$ cat src/rtl/cache_mem_arbiter_pkg.sv
// Shared types and constants for the icache/dcache memory-port arbiter.
// State encodings, transfer size and requester identities.
package cache_mem_arbiter_pkg;

    typedef enum logic [1:0] {
        ARB_IDLE = 2'd0,
        ARB_ADDR = 2'd1,
        ARB_DATA = 2'd2,
        ARB_RESP = 2'd3
    } arb_state_e;

    localparam logic [1:0] MEM_SIZE_WORD = 2'b10;

    localparam logic OWNER_I = 1'b0;
    localparam logic OWNER_D = 1'b1;

endpackage

$ cat src/rtl/cache_mem_arbiter_arb_rr2.sv
// Combinational two-way grant between icache and dcache.
// The last-owner pointer lives in the parent.
module arb_rr2
    import cache_mem_arbiter_pkg::*;
#(
    parameter int FAIR = 1
) (
    input  logic req_i,
    input  logic req_d,
    input  logic last_owner,
    output logic grant,
    output logic owner
);

    always_comb begin
        grant = req_i | req_d;
        owner = OWNER_I;
        if (req_i && req_d) begin
            // Tie: alternate when fair, otherwise data side wins
            if (FAIR != 0) begin
                owner = ~last_owner;
            end else begin
                owner = OWNER_D;
            end
        end else if (req_d) begin
            owner = OWNER_D;
        end
    end

endmodule

$ cat src/rtl/cache_mem_arbiter.sv
// Shares one SRAM-like memory port between icache and dcache.
// One transaction in flight; each grant answered by a single dok pulse.
module cache_mem_arbiter
    import cache_mem_arbiter_pkg::*;
#(
    parameter int ADDR_W = 32,
    parameter int DATA_W = 32,
    parameter int FAIR   = 1
) (
    input  logic              clk,
    input  logic              resetn,

    input  logic              inst_cache_req,
    input  logic [ADDR_W-1:0] inst_cache_addr,
    output logic [DATA_W-1:0] inst_cache_rdata,
    output logic              inst_cache_dok,

    input  logic              data_cache_req,
    input  logic              data_cache_wr,
    input  logic [ADDR_W-1:0] data_cache_addr,
    input  logic [DATA_W-1:0] data_cache_wdata,
    output logic [DATA_W-1:0] data_cache_rdata,
    output logic              data_cache_dok,

    output logic              mem_req,
    output logic              mem_wr,
    output logic [1:0]        mem_size,
    output logic [ADDR_W-1:0] mem_addr,
    output logic [DATA_W-1:0] mem_wdata,
    input  logic              mem_addr_ok,
    input  logic              mem_data_ok,
    input  logic [DATA_W-1:0] mem_rdata
);

    arb_state_e state;
    logic       owner;
    logic       last_owner;
    logic       grant;
    logic       grant_owner;
    logic       done;

    assign mem_size = MEM_SIZE_WORD;

    arb_rr2 #(
        .FAIR(FAIR)
    ) u_rr (
        .req_i      (inst_cache_req),
        .req_d      (data_cache_req),
        .last_owner (last_owner),
        .grant      (grant),
        .owner      (grant_owner)
    );

    // Memory has finished the in-flight transfer on this edge
    assign done = ((state == ARB_ADDR) && mem_addr_ok && mem_data_ok)
               || ((state == ARB_DATA) && mem_data_ok);

    always_ff @(posedge clk or negedge resetn) begin
        if (!resetn) begin
            state            <= ARB_IDLE;
            owner            <= OWNER_I;
            last_owner       <= OWNER_D;
            mem_req          <= 1'b0;
            mem_wr           <= 1'b0;
            mem_addr         <= '0;
            mem_wdata        <= '0;
            inst_cache_rdata <= '0;
            data_cache_rdata <= '0;
            inst_cache_dok   <= 1'b0;
            data_cache_dok   <= 1'b0;
        end else begin
            case (state)
                ARB_IDLE: begin
                    if (grant) begin
                        owner      <= grant_owner;
                        last_owner <= grant_owner;
                        mem_req    <= 1'b1;
                        state      <= ARB_ADDR;
                        if (grant_owner == OWNER_D) begin
                            mem_addr  <= data_cache_addr;
                            mem_wr    <= data_cache_wr;
                            mem_wdata <= data_cache_wdata;
                        end else begin
                            mem_addr  <= inst_cache_addr;
                            mem_wr    <= 1'b0;
                        end
                    end
                end
                ARB_ADDR: begin
                    if (mem_addr_ok) begin
                        mem_req <= 1'b0;
                        state   <= mem_data_ok ? ARB_RESP : ARB_DATA;
                    end
                end
                ARB_DATA: begin
                    if (mem_data_ok) begin
                        state <= ARB_RESP;
                    end
                end
                ARB_RESP: begin
                    inst_cache_dok <= 1'b0;
                    data_cache_dok <= 1'b0;
                    state          <= ARB_IDLE;
                end
                default: begin
                    state <= ARB_IDLE;
                end
            endcase

            if (done) begin
                if (owner == OWNER_D) begin
                    data_cache_dok <= 1'b1;
                    if (!mem_wr) begin
                        data_cache_rdata <= mem_rdata;
                    end
                end else begin
                    inst_cache_dok <= 1'b1;
                    if (!mem_wr) begin
                        inst_cache_rdata <= mem_rdata;
                    end
                end
            end
        end
    end

endmodule
$ cat config.mk
export PLATFORM = sky130hd
export DESIGN_NAME = cache_mem_arbiter
export DESIGN_NICKNAME = d
export VERILOG_FILES = /design/src/rtl/cache_mem_arbiter_pkg.sv /design/src/rtl/cache_mem_arbiter_arb_rr2.sv /design/src/rtl/cache_mem_arbiter.sv
export SDC_FILE = /design/constraint.sdc
export NUM_CORES = 1
export LEC_CHECK = 0
export CORE_AREA = 2 2 129 106
export DETAILED_ROUTE_END_ITERATION = 10
export DIE_AREA = 0 0 131 108
export GPL_TIMING_DRIVEN = 0
export PLACE_DENSITY = 0.85
export RECOVER_POWER = 50
export REMOVE_ABC_BUFFERS = 1
export SLEW_MARGIN = 20
export SYNTH_ARGS = -nofsm -noshare
export SYNTH_HDL_FRONTEND = slang
export SYNTH_SLANG_ARGS = --single-unit
$ cat constraint.sdc
create_clock -name clk -period 2.5 [get_ports clk]
set_input_delay 0.25 -clock clk [delete_from_list [all_inputs] [get_ports clk]]
set_output_delay 0.25 -clock clk [all_outputs]
set_load 0.02 [all_outputs]
==> summary.md <==
| Metric | Value |
|---|---|
| Synth Flop Type | dfrtp_1 |
| TritonCTS Sinks | 136 |
| Post-DRT Antenna Nets | 0 |
| Setup Buffers After CTS | 0 |
| Post-synth cell types | 31 |
| Slowest cell on the critical path | and4b_2 |
| Area after DPL | 0.008466 mm^2 |
| Setup Viol. Count Final | 0 |
| Core Footprint | 0.01273 mm^2 |
| GP Congestion | 0.8261 |
| Pre-antenna DRT Iters | 4 |
| R2R Setup Slk | 0.23 ns |
| Status | completed |
| Tot Pwr | 12.53 mW |
| Grt met1 use | 0.2521 |
| Total CTS buffers | 17 |
| Top cell type's share of synthesized area | 0.6061 |
| Setup WS post-layout | 0.2290 ns |
| H-tree level count | 4 |
| Nets | 832 |
| Critical path class | reg -> reg |
| GRT Total Usage | 0.2319 |
| Via count | 4,409 |
| Met2 Track Usage GR | 0.4101 |
| Post-synth EDFFs | 0 |
| Reg2reg end | data_cache_rdata[24]$_DFFE_PN0P_ |
| Post-synth top cells | dfrtp_1 (135), a21oi_1 (64), mux2_2 (39) |
| Max IR drop VDD | 0.8048 mV |
| Period utilization | 0.9084 |
| Max Fclk | 440.3 MHz |
| Per-cell routed wire length | 18.79 um |
| CP Capture Type | register |
| Row count | 37 |
| Seq/Total Area, Yosys | 0.6108 |
| Worst Path Buf+Inv | 3 |
| First-pass GRT wire length | 24.87 mm |
| Initial antenna violation count | 0 |
| Max_cap viols | 0 |
| Setup repair after global routing missed its margin | no |
| Layout cells sized above 1 | 0.1615 |
| Flops & latches, synth | 136 |
| Max-slew headroom | 0.1116 |
| CP peak stage delay | 0.50 ns |
| Post-route core utilization | 0.7119 |
| Reg2Reg Depth | 7 |
| Synth area leaders | dfrtp_1 (61%), mux2_4 (8.1%), mux2_2 (7.9%), a21oi_1 (5.7%), mux2_1 (5.7%) |
| Initial core utilization | 0.4378 |
| Synth area leader | dfrtp_1 |
| Routed WL | 16.56 mm |
| Worst hold path class | in -> reg |
| WP depth | 7 |
| Fin cells | 881 |
| Largest net degree at the start of global routing | 88 |
| Max-slew violations | 0 |
| Startpoint Class | register |
| Worst skew pair latency | 0.41 ns |
| Top delay family on crit path | simple AND/OR/NAND/NOR gates |
| Syn Area/Cell | 13.08 um^2 |
| Vias/cell | 5.005 |
| Worst hold endpoint | mem_addr[6]$_DFFE_PN0P_ |
| CP max FO | 13 |
| CP required | 2.79 ns |
| Synth Cell Area | 0.005574 mm^2 |
| GR Layer Usage met3 | 0.08808 |
| Die height | 108 um |
| Worst hold stages | 3 |
| RR Startpoint | state[1]$_DFFE_PN0P_ |
| Crit path top cell by count | buf_16 |
| DRC | 0 |
| Worst-path cell chain | inv_1 > ha_1 > a21o_1 > and4b_2 > buf_16 > buf_16 > mux2_4 |
| Ports | 269 |
| Hpwl dp | 11.39 mm |
| Area Overhead vs Synth | 62.60% |
| Worst hold start | inst_cache_addr[6] |
| Yosys warning count | 0 |
| Inst Count DP | 847 |
| Most frequent cell after synthesis | dfrtp_1 |
| Port bufs | 266 |
| Die area | 0.01415 mm^2 |
| Root Buffer | clkbuf_16 |
| PD cells | 1382 mW/mm^2 |
| Global route overflow | 0 |
| Syn Inst Count | 426 |
| Initial drt markers | 193 |
| TritonCTS clock tree | done |
| Worst-case clock buffer depth | 2 |
| Ant diodes | 0 |
| Layout Skew | 0.005964 ns |
| Final hold viol count | 0 |
| DP Worst Slack | -0.5503 ns |
| Vias in the first global route | 4,784 |
| Worst-path clk slew | 0.06 ns |
| Chip width | 131 um |
| Slew @ Worst Pin | 1.333 ns |
| GR peak layer | met2 |
| Arrival time at the worst endpoint | 2.56 ns |
| Design area | 0.009064 mm^2 |
| Min Tclk post-route | 2.271 ns |
| Static leakage | 3.894 nW |
| FFs w/ async S/R, synth | 1.000 |
## per-layer routing
| metal | wire length, um | share of wire |
|---|---|---|
| met5 | 0 | 0 |
| met3 | 1434 | 0.087 |
| met1 | 6321 | 0.38 |
| met4 | 354 | 0.021 |
| met2 | 8446 | 0.51 |
## cell usage in the layout (no fill, tap or decap), types with 2 or more instances in the layout
cell type | Yosys | layout
dlygate4sd3_1 | 0 | 65
inv_6 | 0 | 2
conb_1 | 2 | 2
mux2_1 | 28 | 28
nand2_1 | 37 | 37
clkdlybuf4s50_1 | 0 | 201
bufinv_16 | 0 | 2
clkbuf_1 | 9 | 2
clkbuf_16 | 0 | 17
dfrtp_1 | 135 | 135
ha_1 | 4 | 4
clkinvlp_4 | 0 | 2
mux2_2 | 39 | 39
clkbuf_8 | 0 | 2
clkinv_2 | 0 | 4
nor2_1 | 36 | 36
a21oi_1 | 64 | 64
o21ai_0 | 3 | 3
inv_1 | 5 | 5
buf_16 | 0 | 4
mux2_4 | 30 | 30
a211oi_1 | 2 | 2
## power breakdown
group          switching (mW)  internal [mW]  leakage, nW
combinational            3.03           3.04         2.02
sequential              0.644           3.34         1.59
clock                   0.947           1.52        0.284
total                    4.62           7.91         3.89
## worst register-to-register path, delay by kind of cell, from the launching register on
family | cells | cell delay (ns)
flip-flops | 1 | 0.42
multiplexers | 1 | 0.32
adder cells (fa/ha/maj) | 1 | 0.21
buffers and inverters | 3 | 0.50
AND/OR/NAND/NOR | 1 | 0.51
AO/OA/AOI/OAI | 1 | 0.20
## state kept, by name (all words and copies together), names as in the netlist
| name | flops |
|---|---|
| mem_addr | 32 |
| inst_cache_rdata | 32 |
| mem_wr | 1 |
| data_cache_rdata | 32 |
| state | 2 |
| last_owner | 1 |
| mem_req | 1 |
| owner | 1 |
| data_cache_dok | 1 |
| inst_cache_dok | 1 |
| mem_wdata | 32 |
## worst max path at each step
| stage | endpoint | startpoint | slack (ns) |
|---|---|---|---|
| finish | data_cache_rdata[24]$_DFFE_PN0P_ | state[1]$_DFFE_PN0P_ | 0.23 |
| global route | data_cache_rdata[7]$_DFFE_PN0P_ | state[1]$_DFFE_PN0P_ | 0.11 |
| CTS | mem_wdata[16]$_DFFE_PN0P_ | data_cache_req | 0.16 |
| detailed placement | mem_wdata[10]$_DFFE_PN0P_ | data_cache_req | -0.55 |
| global placement | mem_addr[5]$_DFFE_PN0P_ | resetn | -3.97 |
| floorplan | data_cache_rdata[18]$_DFFE_PN0P_ | state[1]$_DFFE_PN0P_ | -0.16 |
## per-stage QoR
stage          setup TNS (ns)  hold slack [ns]
6_report                    0           0.3794
5_1_grt                     0           0.3763
4_1_cts                     0           0.3428
3_5_place_dp           -16.83           0.1804
3_3_place_gp          -600.03           0.4726
2_1_floorplan          -2.745         -0.04559
## repair_timing
item | in CTS | in global routing
endpoints found under the setup margin | 32 | 1
gates cloned | 0 | 1
resized for setup | 1 | 0
hold endpoints to repair | 49 | 0
hold buffers | 1 | 0
## cell type report
| type | count | area (um^2) |
|---|---|---|
| clock buffers | 21 | 460.4 |
| clock inverters | 11 | 121.4 |
| fillers | 867 | 3667 |
| inverters | 5 | 18.77 |
| multi-input cells | 261 | 2042 |
| flip-flops and latches | 136 | 3405 |
| well taps | 175 | 219.0 |
| repair buffers | 272 | 2798 |
## cell families after synthesis
kind of cell / Yosys count / share of synthesized area
compound gates: 77 / 0.07609
simple gates: 80 / 0.05747
buf+inv: 30 / 0.02918
other cells: 2 / 0.001347
mux: 97 / 0.2162
flops: 136 / 0.6108
fa+ha+maj: 4 / 0.008979
(Power assumes the default switching activity.)
